==> config.mk <==
export PLATFORM = sky130hd
export DESIGN_NAME = dqn_td_target_unit
export DESIGN_NICKNAME = d
export VERILOG_FILES = /design/src/rtl/dqn_td_target_unit_pkg.sv /design/src/rtl/dqn_td_target_unit_fp32_mul_add.sv /design/src/rtl/dqn_td_target_unit.sv
export SDC_FILE = /design/constraint.sdc
export NUM_CORES = 2
export LEC_CHECK = 0
export ABC_AREA = 0
export BUFFER_PORTS_ARGS = -buffer_cell sky130_fd_sc_hd__buf_2
export CAP_MARGIN = 20
export CORE_UTILIZATION = 25
export CTS_BUF_LIST = sky130_fd_sc_hd__clkbuf_8
export CTS_CLUSTER_DIAMETER = 80
export CTS_CLUSTER_SIZE = 10
export DETAILED_ROUTE_END_ITERATION = 8
export PLACE_DENSITY = 0.48
export SLEW_MARGIN = 20
export SYNTH_ARGS = -nofsm -noshare
export SYNTH_HDL_FRONTEND = slang
export SYNTH_SLANG_ARGS = --single-unit
==> constraint.sdc <==
create_clock -name clk -period 16.4 [get_ports clk]
set_clock_uncertainty 0.1 [all_clocks]
set_input_delay 0 -clock clk [delete_from_list [all_inputs] [get_ports clk]]
set_output_delay 0 -clock clk [all_outputs]
set_load 0.005 [all_outputs]
==> src/rtl/dqn_td_target_unit_pkg.sv <==
// Shared FP32 constants, operand classification and the final round/pack step
// used by both the multiply and the add halves of the TD-target datapath.
package dqn_td_target_unit_pkg;

  localparam int FP_WIDTH = 32;
  localparam int FP_SIGN_W = 1;
  localparam int FP_EXP_W = 8;
  localparam int FP_MAN_W = 23;
  localparam int FP_BIAS = 127;

  localparam logic [31:0] FP_CANON_NAN = 32'h7FC00000;
  localparam logic [31:0] FP_POS_ZERO = 32'h00000000;
  localparam logic [31:0] GAMMA_DEFAULT = 32'h3F4CCCCD;

  typedef enum logic [1:0] {
    FP_ZERO,
    FP_NORM,
    FP_INF,
    FP_NAN
  } fp_class_e;

  // Denormals classify as zero, so they never reach the mantissa datapath.
  function automatic fp_class_e fp_classify(input logic [31:0] x);
    if (x[30:23] == 8'hFF) begin
      return (x[22:0] == 23'd0) ? FP_INF : FP_NAN;
    end else if (x[30:23] == 8'h00) begin
      return FP_ZERO;
    end
    return FP_NORM;
  endfunction

  // Round a normalised 24-bit mantissa (leading one at bit 23) to nearest-even,
  // then saturate to infinity or flush to signed zero when the biased exponent
  // leaves the normal range.
  function automatic logic [31:0] fp_round_pack(
    input logic              sign,
    input logic signed [9:0] exp,
    input logic [23:0]       mant,
    input logic              guard,
    input logic              sticky
  );
    logic [24:0]       m_r;
    logic signed [9:0] e_r;
    m_r = {1'b0, mant} + {24'd0, guard & (sticky | mant[0])};
    e_r = exp;
    if (m_r[24]) begin
      m_r = m_r >> 1;
      e_r = exp + 10'sd1;
    end
    if (e_r >= 10'sd255) begin
      return {sign, 8'hFF, 23'd0};
    end else if (e_r <= 10'sd0) begin
      return {sign, 31'd0};
    end
    return {sign, e_r[7:0], m_r[22:0]};
  endfunction

endpackage

==> src/rtl/dqn_td_target_unit_fp32_mul_add.sv <==
// Four-stage unfused FP32 a*b + c: stages 1-2 multiply and round the product,
// stages 3-4 align, add and round the sum. One operation accepted per cycle.
module fp32_mul_add
  import dqn_td_target_unit_pkg::*;
(
  input  logic        clk,
  input  logic        rst_n,
  input  logic        i_valid,
  input  logic [31:0] i_a,
  input  logic [31:0] i_b,
  input  logic [31:0] i_c,
  output logic        o_valid,
  output logic [31:0] o_result
);

  // stage 1 registers: raw product and special-case shortcut
  logic              r_s1_valid;
  logic              r_s1_sign;
  logic signed [9:0] r_s1_exp;
  logic [47:0]       r_s1_prod;
  logic              r_s1_special;
  logic [31:0]       r_s1_special_val;
  logic [31:0]       r_s1_c;
  // stage 2 registers: rounded product
  logic              r_s2_valid;
  logic [31:0]       r_s2_p;
  logic [31:0]       r_s2_c;
  // stage 3 registers: aligned addends
  logic              r_s3_valid;
  logic              r_s3_special;
  logic [31:0]       r_s3_special_val;
  logic              r_s3_sign;
  logic signed [9:0] r_s3_exp;
  logic [26:0]       r_s3_big;
  logic [26:0]       r_s3_small;
  logic              r_s3_eff_sub;
  // stage 4 registers: final result
  logic              r_s4_valid;
  logic [31:0]       r_s4_result;

  fp_class_e         w_a_cls, w_b_cls;
  logic              w_m_sign;
  logic              w_m_special;
  logic [31:0]       w_m_special_val;
  logic signed [9:0] w_m_exp;
  logic [47:0]       w_m_prod;

  // Multiply: exponent sum, 24x24 mantissa product, IEEE special cases
  always_comb begin
    w_a_cls = fp_classify(i_a);
    w_b_cls = fp_classify(i_b);
    w_m_sign = i_a[31] ^ i_b[31];
    w_m_special = 1'b1;
    w_m_special_val = {w_m_sign, 31'd0};
    w_m_exp = $signed({2'b00, i_a[30:23]}) + $signed({2'b00, i_b[30:23]}) - 10'sd127;
    w_m_prod = {24'd0, 1'b1, i_a[22:0]} * {24'd0, 1'b1, i_b[22:0]};
    if (w_a_cls == FP_NAN || w_b_cls == FP_NAN) begin
      w_m_special_val = FP_CANON_NAN;
    end else if (w_a_cls == FP_INF || w_b_cls == FP_INF) begin
      w_m_special_val = (w_a_cls == FP_ZERO || w_b_cls == FP_ZERO) ?
                        FP_CANON_NAN : {w_m_sign, 8'hFF, 23'd0};
    end else if (w_a_cls == FP_ZERO || w_b_cls == FP_ZERO) begin
      w_m_special_val = {w_m_sign, 31'd0};
    end else begin
      w_m_special = 1'b0;
    end
  end

  logic [23:0]       w_p_mant;
  logic              w_p_guard;
  logic              w_p_sticky;
  logic signed [9:0] w_p_exp;
  logic [31:0]       w_p;

  // Product normalise: the product of two [1,2) mantissas lies in [1,4)
  always_comb begin
    if (r_s1_prod[47]) begin
      w_p_mant = r_s1_prod[47:24];
      w_p_guard = r_s1_prod[23];
      w_p_sticky = |r_s1_prod[22:0];
      w_p_exp = r_s1_exp + 10'sd1;
    end else begin
      w_p_mant = r_s1_prod[46:23];
      w_p_guard = r_s1_prod[22];
      w_p_sticky = |r_s1_prod[21:0];
      w_p_exp = r_s1_exp;
    end
    w_p = r_s1_special ? r_s1_special_val :
          fp_round_pack(r_s1_sign, w_p_exp, w_p_mant, w_p_guard, w_p_sticky);
  end

  fp_class_e   w_p_cls, w_c_cls;
  logic        w_p_ge;
  logic [31:0] w_big, w_small;
  logic [7:0]  w_diff;
  logic [49:0] w_wide;
  logic        w_a_special;
  logic [31:0] w_a_special_val;

  // Add alignment: order by magnitude, shift the smaller with guard/round/sticky
  always_comb begin
    w_p_cls = fp_classify(r_s2_p);
    w_c_cls = fp_classify(r_s2_c);
    w_p_ge = (r_s2_p[30:0] >= r_s2_c[30:0]);
    w_big = w_p_ge ? r_s2_p : r_s2_c;
    w_small = w_p_ge ? r_s2_c : r_s2_p;
    w_diff = w_big[30:23] - w_small[30:23];
    w_wide = {1'b1, w_small[22:0], 26'd0} >> w_diff;
    w_a_special = 1'b1;
    w_a_special_val = FP_CANON_NAN;
    if (w_p_cls == FP_NAN || w_c_cls == FP_NAN) begin
      w_a_special_val = FP_CANON_NAN;
    end else if (w_p_cls == FP_INF && w_c_cls == FP_INF) begin
      w_a_special_val = (r_s2_p[31] == r_s2_c[31]) ? r_s2_p : FP_CANON_NAN;
    end else if (w_p_cls == FP_INF) begin
      w_a_special_val = r_s2_p;
    end else if (w_c_cls == FP_INF) begin
      w_a_special_val = r_s2_c;
    end else if (w_p_cls == FP_ZERO && w_c_cls == FP_ZERO) begin
      w_a_special_val = {r_s2_p[31] & r_s2_c[31], 31'd0};
    end else if (w_p_cls == FP_ZERO) begin
      w_a_special_val = r_s2_c;
    end else if (w_c_cls == FP_ZERO) begin
      w_a_special_val = r_s2_p;
    end else begin
      w_a_special = 1'b0;
    end
  end

  logic [27:0]       w_sum;
  logic [4:0]        w_lz;
  logic              w_lz_found;
  logic [26:0]       w_norm;
  logic [31:0]       w_result;

  // Add/normalise/round; exact cancellation yields +0
  always_comb begin
    w_sum = r_s3_eff_sub ? ({1'b0, r_s3_big} - {1'b0, r_s3_small}) :
                           ({1'b0, r_s3_big} + {1'b0, r_s3_small});
    w_lz = 5'd0;
    w_lz_found = 1'b0;
    for (int i = 26; i >= 0; i--) begin
      if (!w_lz_found && w_sum[i]) begin
        w_lz_found = 1'b1;
        w_lz = 5'(26 - i);
      end
    end
    w_norm = w_sum[26:0] << w_lz;
    if (r_s3_special) begin
      w_result = r_s3_special_val;
    end else if (w_sum == 28'd0) begin
      w_result = FP_POS_ZERO;
    end else if (w_sum[27]) begin
      w_result = fp_round_pack(r_s3_sign, r_s3_exp + 10'sd1, w_sum[27:4], w_sum[3], |w_sum[2:0]);
    end else begin
      w_result = fp_round_pack(r_s3_sign, r_s3_exp - $signed({5'd0, w_lz}),
                               w_norm[26:3], w_norm[2], |w_norm[1:0]);
    end
  end

  // Pipeline registers; the output word only changes on a valid result
  always_ff @(posedge clk or negedge rst_n) begin
    if (!rst_n) begin
      r_s1_valid <= 1'b0;
      r_s1_sign <= 1'b0;
      r_s1_exp <= '0;
      r_s1_prod <= '0;
      r_s1_special <= 1'b0;
      r_s1_special_val <= '0;
      r_s1_c <= '0;
      r_s2_valid <= 1'b0;
      r_s2_p <= '0;
      r_s2_c <= '0;
      r_s3_valid <= 1'b0;
      r_s3_special <= 1'b0;
      r_s3_special_val <= '0;
      r_s3_sign <= 1'b0;
      r_s3_exp <= '0;
      r_s3_big <= '0;
      r_s3_small <= '0;
      r_s3_eff_sub <= 1'b0;
      r_s4_valid <= 1'b0;
      r_s4_result <= '0;
    end else begin
      r_s1_valid <= i_valid;
      r_s1_sign <= w_m_sign;
      r_s1_exp <= w_m_exp;
      r_s1_prod <= w_m_prod;
      r_s1_special <= w_m_special;
      r_s1_special_val <= w_m_special_val;
      r_s1_c <= i_c;
      r_s2_valid <= r_s1_valid;
      r_s2_p <= w_p;
      r_s2_c <= r_s1_c;
      r_s3_valid <= r_s2_valid;
      r_s3_special <= w_a_special;
      r_s3_special_val <= w_a_special_val;
      r_s3_sign <= w_big[31];
      r_s3_exp <= $signed({2'b00, w_big[30:23]});
      r_s3_big <= {1'b1, w_big[22:0], 3'b000};
      r_s3_small <= {w_wide[49:24], (|w_wide[23:0]) | (w_diff > 8'd49)};
      r_s3_eff_sub <= r_s2_p[31] ^ r_s2_c[31];
      r_s4_valid <= r_s3_valid;
      if (r_s3_valid) begin
        r_s4_result <= w_result;
      end
    end
  end

  assign o_valid = r_s4_valid;
  assign o_result = r_s4_result;

endmodule

==> src/rtl/dqn_td_target_unit.sv <==
// DQN TD-target stage: latches reward/done, and on each target-net Q-max
// strobe produces y = done ? reward : reward + GAMMA*q_max four cycles later.
module dqn_td_target_unit
  import dqn_td_target_unit_pkg::*;
#(
  parameter int          DATA_WIDTH = 32,
  parameter logic [31:0] GAMMA = GAMMA_DEFAULT
) (
  input  logic                  clk,
  input  logic                  rst_n,
  input  logic                  i_q_max_valid,
  input  logic [DATA_WIDTH-1:0] i_q_max,
  input  logic                  i_reward_valid,
  input  logic [DATA_WIDTH-1:0] i_reward,
  input  logic                  i_done,
  output logic [DATA_WIDTH-1:0] o_loss_value,
  output logic                  o_loss_value_valid
);

  logic [DATA_WIDTH-1:0] r_reward;
  logic                  r_done;
  logic [DATA_WIDTH-1:0] w_reward_sel;
  logic                  w_done_sel;
  logic [3:1]            r_vld_pipe;
  logic [3:1]            r_done_pipe;
  logic [DATA_WIDTH-1:0] r_reward_pipe [1:3];
  logic                  r_sel_done;
  logic [DATA_WIDTH-1:0] r_sel_reward;
  logic                  w_mac_valid;
  logic [DATA_WIDTH-1:0] w_mac_result;

  // A reward arriving with the Q-max strobe takes precedence over the latch
  assign w_reward_sel = i_reward_valid ? i_reward : r_reward;
  assign w_done_sel = i_reward_valid ? i_done : r_done;

  // Capture the latest reward/done; a newer strobe simply overwrites
  always_ff @(posedge clk or negedge rst_n) begin
    if (!rst_n) begin
      r_reward <= '0;
      r_done <= 1'b0;
    end else if (i_reward_valid) begin
      r_reward <= i_reward;
      r_done <= i_done;
    end
  end

  // Carry the launch's reward/done beside the arithmetic for the terminal bypass
  always_ff @(posedge clk or negedge rst_n) begin
    if (!rst_n) begin
      r_vld_pipe <= '0;
      r_done_pipe <= '0;
      for (int i = 1; i <= 3; i++) begin
        r_reward_pipe[i] <= '0;
      end
      r_sel_done <= 1'b0;
      r_sel_reward <= '0;
    end else begin
      r_vld_pipe <= {r_vld_pipe[2:1], i_q_max_valid};
      r_done_pipe <= {r_done_pipe[2:1], w_done_sel};
      r_reward_pipe[1] <= w_reward_sel;
      r_reward_pipe[2] <= r_reward_pipe[1];
      r_reward_pipe[3] <= r_reward_pipe[2];
      if (r_vld_pipe[3]) begin
        r_sel_done <= r_done_pipe[3];
        r_sel_reward <= r_reward_pipe[3];
      end
    end
  end

  fp32_mul_add u_mul_add (
    .clk      (clk),
    .rst_n    (rst_n),
    .i_valid  (i_q_max_valid),
    .i_a      (GAMMA),
    .i_b      (i_q_max),
    .i_c      (w_reward_sel),
    .o_valid  (w_mac_valid),
    .o_result (w_mac_result)
  );

  // Both mux inputs are held registers, so the output holds between strobes
  assign o_loss_value = r_sel_done ? r_sel_reward : w_mac_result;
  assign o_loss_value_valid = w_mac_valid;

endmodule

Word-level counts from Yosys, hierarchy flattened
Index checks and enable logic that the tools add are counted.
Widths: inputs -> output; s select.
{"block": "word_totals", "ff_bits": 390, "latch_bits": 0, "ramBits": 0, "mem_bits_ro": 0, "input_bits": 69, "wordCells": 277, "mem_count": 0}
{"block": "classes", "addsub": 14, "multipliers": 1, "div_mod_pow": 0, "magnitude_cmp": 8, "eq_ne": 10, "n_shift": 2, "n_mux": 137, "n_bitwise": 9, "reduce_logical": 70}
{"cell": "$mux 32", "n": 26}
{"cell": "$mux 10", "n": 10}
{"cell": "$add 24x1->25", "n": 3}
{"cell": "$logic_not 23->1", "n": 3}
{"cell": "$mux 23", "n": 3}
{"cell": "$mux 1", "n": 61}
{"cell": "$mux 5", "n": 11}
{"cell": "$shr 50x8->50", "n": 1}
{"cell": "$mul 24x24->48 const A", "n": 1}
{"cell": "$add 10x2->10 const B", "n": 4}
{"cell": "$mux 4", "n": 8}
{"cell": "$ge 31x31->1", "n": 1}
{"cell": "$mux 31", "n": 1}
{"cell": "$ge 10x9->1 const B", "n": 3}
{"cell": "$le 10x1->1 const B", "n": 3}
{"cell": "$add 27x27->28", "n": 1}
{"cell": "$logic_and 1x1->1", "n": 28}
{"cell": "$logic_not 28->1", "n": 1}
{"cell": "$mux 28", "n": 1}
{"cell": "$sub 27x27->28", "n": 1}
{"cell": "$shl 27x5->27", "n": 1}
{"cell": "$logic_not 1->1", "n": 26}
{"cell": "$eq 8x8->1 const B", "n": 3}
{"cell": "$logic_not 8->1", "n": 3}
{"cell": "21 further kinds", "n": 47}

Longest topological paths before layout
{"block": "depth", "word_depth": 100, "depth_mapped": 35}

Hierarchy
From an unflattened synthesis, not the netlist that was laid out.
{"block": "hier_totals", "hier_cells": 4871, "area_unflattened_um2": 44939.4}
{"mod": "fp32_mul_add", "instances": 1, "cells_each": 4624, "area_each_um2": 39902.0}
{"mod": "dqn_td_target_unit", "instances": 1, "cells_each": 247, "area_each_um2": 5037.3}

Worst setup path after synthesis
No wires, ideal clock.
{"block": "synth_timing", "path_type": "register -> register", "from": "register u_mul_add.r_s3_big[7]", "to": "register u_mul_add.r_s4_result[22] (netlist: u_mul_add.o_result[22])", "arrival_time_ns": 7.359, "t_required_ns": 16.222, "slack_ns": 8.863, "stages_incl_launch_ff": 30, "path_cell_list": "dfrtp_1 -> ha_1 -> inv_2 -> a2111oi_2 -> a211oi_2 -> a221oi_4 -> nor3_1 -> or4_1 -> and3_1 -> or2_1 -> clkbuf_1 -> a311oi_2 -> a21boi_2 -> nor2_2 -> inv_2 -> buf_4 -> buf_2 -> ha_1 -> fa_1 -> inv_1 -> ha_1 -> nand3_1 -> or3_1 -> nor3_1 -> nand3_1 -> nor4_1 -> o211ai_1 -> or2_1 -> or4_1 -> a21oi_1"}
{"block": "synth_via", "elab_chain_len": 100}
{"element": "start, declared", "line_no": "dqn_td_target_unit_fp32_mul_add.sv:34", "source": "logic [26:0] r_s3_big;"}
{"element": "start signal, assigned", "line_no": "dqn_td_target_unit_fp32_mul_add.sv:200", "source": "r_s3_big <= {1'b1, w_big[22:0], 3'b000};"}
{"element": "$add 27x27->28 / $sub 27x27->28 (equally long branches)", "line_no": "dqn_td_target_unit_fp32_mul_add.sv:139, dqn_td_target_unit_fp32_mul_add.sv:138"}
{"element": "$mux 28 (*)", "line_no": "dqn_td_target_unit_fp32_mul_add.sv:138", "source": "w_sum = r_s3_eff_sub ? ({1'b0, r_s3_big} - {1'b0, r_s3_small}) :"}
{"element": "$mux 1", "line_no": "dqn_td_target_unit_fp32_mul_add.sv:143", "source": "if (!w_lz_found && w_sum[i]) begin"}
{"element": "$logic_not 1->1", "line_no": "dqn_td_target_unit_fp32_mul_add.sv:143"}
{"element": "$logic_and 1x1->1", "line_no": "dqn_td_target_unit_fp32_mul_add.sv:143"}
{"element": "$mux 1", "line_no": "dqn_td_target_unit_fp32_mul_add.sv:143"}
{"element": "$logic_not 1->1", "line_no": "dqn_td_target_unit_fp32_mul_add.sv:143"}
{"element": "$logic_and 1x1->1", "line_no": "dqn_td_target_unit_fp32_mul_add.sv:143"}
{"element": "[... 84 more ...]"}
{"element": "$mux 1", "line_no": "dqn_td_target_unit_pkg.sv:50", "source": "if (e_r >= 10'sd255) begin"}
{"element": "$mux 1", "line_no": "dqn_td_target_unit_fp32_mul_add.sv:153", "source": "end else if (w_sum[27]) begin"}
{"element": "$mux 1", "line_no": "dqn_td_target_unit_fp32_mul_add.sv:151", "source": "end else if (w_sum == 28'd0) begin"}
{"element": "$mux 1", "line_no": "dqn_td_target_unit_fp32_mul_add.sv:149", "source": "if (r_s3_special) begin"}
{"element": "$mux 32", "line_no": "dqn_td_target_unit_pkg.sv:55", "source": "return {sign, e_r[7:0], m_r[22:0]};"}
{"element": "$mux 32", "line_no": "dqn_td_target_unit_fp32_mul_add.sv:153"}
{"element": "$mux 32 (*)", "line_no": "dqn_td_target_unit_fp32_mul_add.sv:151"}
{"element": "$mux 32 (*)", "line_no": "dqn_td_target_unit_fp32_mul_add.sv:149"}
{"element": "end signal, assigned", "line_no": "dqn_td_target_unit_fp32_mul_add.sv:205", "source": "r_s4_result <= w_result;"}
{"element": "end, declared", "line_no": "dqn_td_target_unit_fp32_mul_add.sv:39", "source": "logic [31:0] r_s4_result;"}
Every way passes the cells marked *; elsewhere a longest branch is shown, timed or not. The select of a mux whose other input is x is not followed.
A chain may end at the register's enable or synchronous reset.

Worst setup path in the final report
{"block": "layout_timing", "from": "register u_mul_add.r_s3_small[8]", "to": "register u_mul_add.r_s4_result[18] (netlist: u_mul_add.o_result[18])"}
{"block": "layout_via", "elab_chain_len": 100}
{"element": "start, declared", "line_no": "dqn_td_target_unit_fp32_mul_add.sv:35", "source": "logic [26:0] r_s3_small;"}
{"element": "start signal, assigned", "line_no": "dqn_td_target_unit_fp32_mul_add.sv:201", "source": "r_s3_small <= {w_wide[49:24], (|w_wide[23:0]) | (w_diff > 8'd49)};"}
{"element": "$add 27x27->28 / $sub 27x27->28 (equally long branches)", "line_no": "dqn_td_target_unit_fp32_mul_add.sv:139, dqn_td_target_unit_fp32_mul_add.sv:138"}
{"element": "$mux 28 (*)", "line_no": "dqn_td_target_unit_fp32_mul_add.sv:138"}
{"element": "$mux 1", "line_no": "dqn_td_target_unit_fp32_mul_add.sv:143"}
{"element": "$logic_not 1->1", "line_no": "dqn_td_target_unit_fp32_mul_add.sv:143"}
{"element": "$logic_and 1x1->1", "line_no": "dqn_td_target_unit_fp32_mul_add.sv:143"}
{"element": "$mux 1", "line_no": "dqn_td_target_unit_fp32_mul_add.sv:143"}
{"element": "$logic_not 1->1", "line_no": "dqn_td_target_unit_fp32_mul_add.sv:143"}
{"element": "$logic_and 1x1->1", "line_no": "dqn_td_target_unit_fp32_mul_add.sv:143"}
{"element": "[... 84 more ...]"}
{"element": "$mux 1", "line_no": "dqn_td_target_unit_pkg.sv:50"}
{"element": "$mux 1", "line_no": "dqn_td_target_unit_fp32_mul_add.sv:153"}
{"element": "$mux 1", "line_no": "dqn_td_target_unit_fp32_mul_add.sv:151"}
{"element": "$mux 1", "line_no": "dqn_td_target_unit_fp32_mul_add.sv:149"}
{"element": "$mux 32", "line_no": "dqn_td_target_unit_pkg.sv:55"}
{"element": "$mux 32", "line_no": "dqn_td_target_unit_fp32_mul_add.sv:153"}
{"element": "$mux 32 (*)", "line_no": "dqn_td_target_unit_fp32_mul_add.sv:151"}
{"element": "$mux 32 (*)", "line_no": "dqn_td_target_unit_fp32_mul_add.sv:149"}
Marks and branches as above.

==> qor.yml <==
timing_hold_violations_final: 0
rr_worst_depth: 25
synth_commonest_cells: "inv_1, dfrtp_1, ha_1"
ys_ff_latch: 357
cp-end-kind: "register"
critPathCapture: "u_mul_add.o_result[18]"
synth_edf_count: 0
fp.dieW_um: 360
grt_pass1_wl_um: 161000
setup_viol: 0
finalCoreUtilization_pct: 28.1
firstDrtPassIters: 6
synth_area_um2: 32000
worstPathMaxFanout: 21
syn_inst: 3506
grt_setup_unrepaired: "no"
gp_congestion: 0.915
grt_usage_pct: 15.9
placementRows: 131
critical_path_class: "reg2reg"
crit_required_ps: 16860
clock_latency_ps: 670
drv_cap: 0
ctsLongestPathBuffers: 3
seq_area_frac_synth_pct: 27.9
cp_slowest_stage_delay_ps: 740
clock-sinks: 357
ctsResizeCount: 0
routed_wl_um: 105000
reg2reg_slack_ps: 6770
cts_tree: "done"
clockRootBuffer: "clkbuf_8"
use_met2_pct: 25.9
syn_area_per_cell_um2: 9.14
hp-class: "in2reg"
portBuffers: 101
dp_hpwl_um: 83800
cp.depth: 25
yosys.cell_types.count: 104
drive_gt1_share_pct: 10.2
viasPerCell: 4.87
routedWlPerCell_um: 19.8
tightest_slew_ps: 1060
area_growth_pct: 11.9
grt_pass1_vias: 25673
synth_top_area_share_pct: 27.9
cp_top_family: "simple AND/OR/NAND/NOR gates"
min_period_ps: 9630
synthTopCellsByArea: "dfrtp_1, ha_1, fa_1"
relSlewSlack_pct: 28.8
fmax_ghz: 0.104
cpMaxStageDelayCell: "or3_1"
min_period_over_period_pct: 58.7
ys.flop_type: "dfrtp_1"
tns_ps: 0
async_reset_ff_share_pct: 100
slew_violations: 0
vias: 25755
busiest_layer: "met2"
clk_pin_slew_ps: 90
r2r_end: "u_mul_add.o_result[18]"
die_h_um: 360
drc_errors: 0
die-area_um2: 130000
met3_usage_pct: 1.50
cp-startpoint: "u_mul_add.r_s3_small[8]"
critical_path_buf_inv_count: 3
synth_fp_nets: 4045
start_util_pct: 25.2
grt_max_degree: 171
layout.nets: 4158
met1_usage_pct: 22.5
post_cts_buffers: 0
synth.most_common_cell: "inv_1"
grt_overflow: 0
h-tree-depth: 2
ios: 102
synth_top_area_cell: "dfrtp_1"
core_um2: 127000
drtIter0Drc: 2054
yosysWarningCount: 0
cts_buffers: 43
timing.rr.start: "u_mul_add.r_s3_small[8]"
critPathLaunchType: "register"
antenna_found_initial: 8
arrival_ps: 10090
ant_nets: 0
status: "completed"
## worst reg2reg max path, cell delays in order (launching register included)
cell and delay, ps:
dfrtp_1 360, inv_1 50, ha_1 400, inv_2 90
a2111oi_0 460, a21oi_1 250, a211oi_1 620, a21oi_1 240
xor2_1 630, o2111ai_1 380, or4_1 620, or4_1 580
nand3_4 340, inv_2 220, nor4_1 260, a31oi_1 220
nor4_1 540, ha_1 300, o2111ai_1 240, nor2_1 360
nand2_1 240, nor3_1 670, a31oi_1 220, or3_1 740
a311oi_1 360, nor2_1 80
## logic make-up (layout without fill, tap and decap cells)
family | Yosys count | after routing | synth area share [%]
simple gates | 971 | 971 | 14.9
compound gates | 749 | 749 | 15.1
buf+inv | 510 | 633 | 6.08
fa+ha+maj | 470 | 470 | 22.1
flops | 357 | 357 | 27.9
mux | 259 | 259 | 8.70
xor+xnor | 189 | 189 | 5.21
other cells | 1 | 3 | 0.0117
## per-layer routing
metal / wire length (um) / vias to the layer above
met2: 48000 / 566
met3: 3640 / 97
met4: 2590 / 2
met1: 50500 / 12570
li1: - / 12520
met5: 5 / -
## final cells by class
| type | instances | area [um2] |
|---|---|---|
| fill | 13575 | 91500 |
| multi-input combinational | 2639 | 21200 |
| sequential | 357 | 8940 |
| tap | 1662 | 2080 |
| timing repair buffer | 206 | 1520 |
| inverter | 372 | 1400 |
| clock buffer | 43 | 592 |
| clock inverter | 12 | 109 |
| antenna | 2 | 5.00 |
## through the flow
stage	cell area, um2	hold slack (ps)	instances	setup slack (ps)
4_1_cts	35800	4.26	5291	7030
3_5_place_dp	34400	9.35	5161	7030
2_1_floorplan	32000	-396	3506	8860
6_report	35800	6.51	5293	6770
5_1_grt	35800	24.6	5293	5960
3_3_place_gp	34400	9.22	5161	7190
## sequential cells by signal (all words and copies together) (netlist names)
signal and count:
u_mul_add.r_s2_c 32, u_mul_add.r_s3_special 1, u_mul_add.r_s3_eff_sub 1, u_mul_add.r_s3_small 27
u_mul_add.r_s3_exp 8, u_mul_add.r_s3_special_val 32, u_mul_add.r_s1_prod 48, u_mul_add.r_s1_exp 10
r_reward_pipe 32, u_mul_add.r_s3_sign 1, u_mul_add.r_s1_special 1, u_mul_add.o_valid 1
r_sel_done 1, u_mul_add.r_s3_big 24, r_vld_pipe 3, r_done_pipe 3
u_mul_add.r_s1_sign 1, u_mul_add.r_s1_special_val 3, u_mul_add.r_s2_p 32, u_mul_add.o_result 32
r_sel_reward 32, u_mul_add.r_s1_c 32
## timing repair
item | in CTS | in global routing
setup endpoints to repair | 0 | 0
hold buffers | 75 | 0
endpoints found under the hold margin | 168 | 0
## cell usage in the layout, fill, tap and decap left out, types with 21 or more instances in the layout
cell type	instances
o22ai_1	35
nand2b_1	37
fa_1	158
buf_2	100
and2_1	22
xor2_1	59
mux2_2	124
o21a_1	22
a21oi_1	215
nor2b_1	40
clkbuf_8	43
and3_1	27
inv_1	371
xnor2_1	127
or3_1	26
a21o_1	27
ha_1	312
o21ai_0	169
nor3_1	90
nor4_1	38
nand2_1	248
o211ai_1	22
nor2_1	230
nand3_1	88
buf_4	29
dfrtp_1	355
nand4_1	50
a22oi_1	31
a31oi_1	21
a211oi_1	29
mux2i_1	129
dlygate4sd3_1	74
## worst min path at each step
stage                               from                endpoint  cells past startpoint
after floorplan                    rst_n          r_done_pipe[1]                      0
final                     i_reward_valid          r_done_pipe[1]                      2
after CTS                     i_q_max[1]  u_mul_add.r_s1_prod[1]                      2
after global routing        i_reward[25]    u_mul_add.r_s1_c[25]                      3
after global placement     i_q_max_valid           r_vld_pipe[1]                      1
after detailed placement   i_q_max_valid           r_vld_pipe[1]                      1
Power is left out: the tool's default activity adds up to more than one toggle a clock period on the data nets, which glitch-free logic cannot reach.
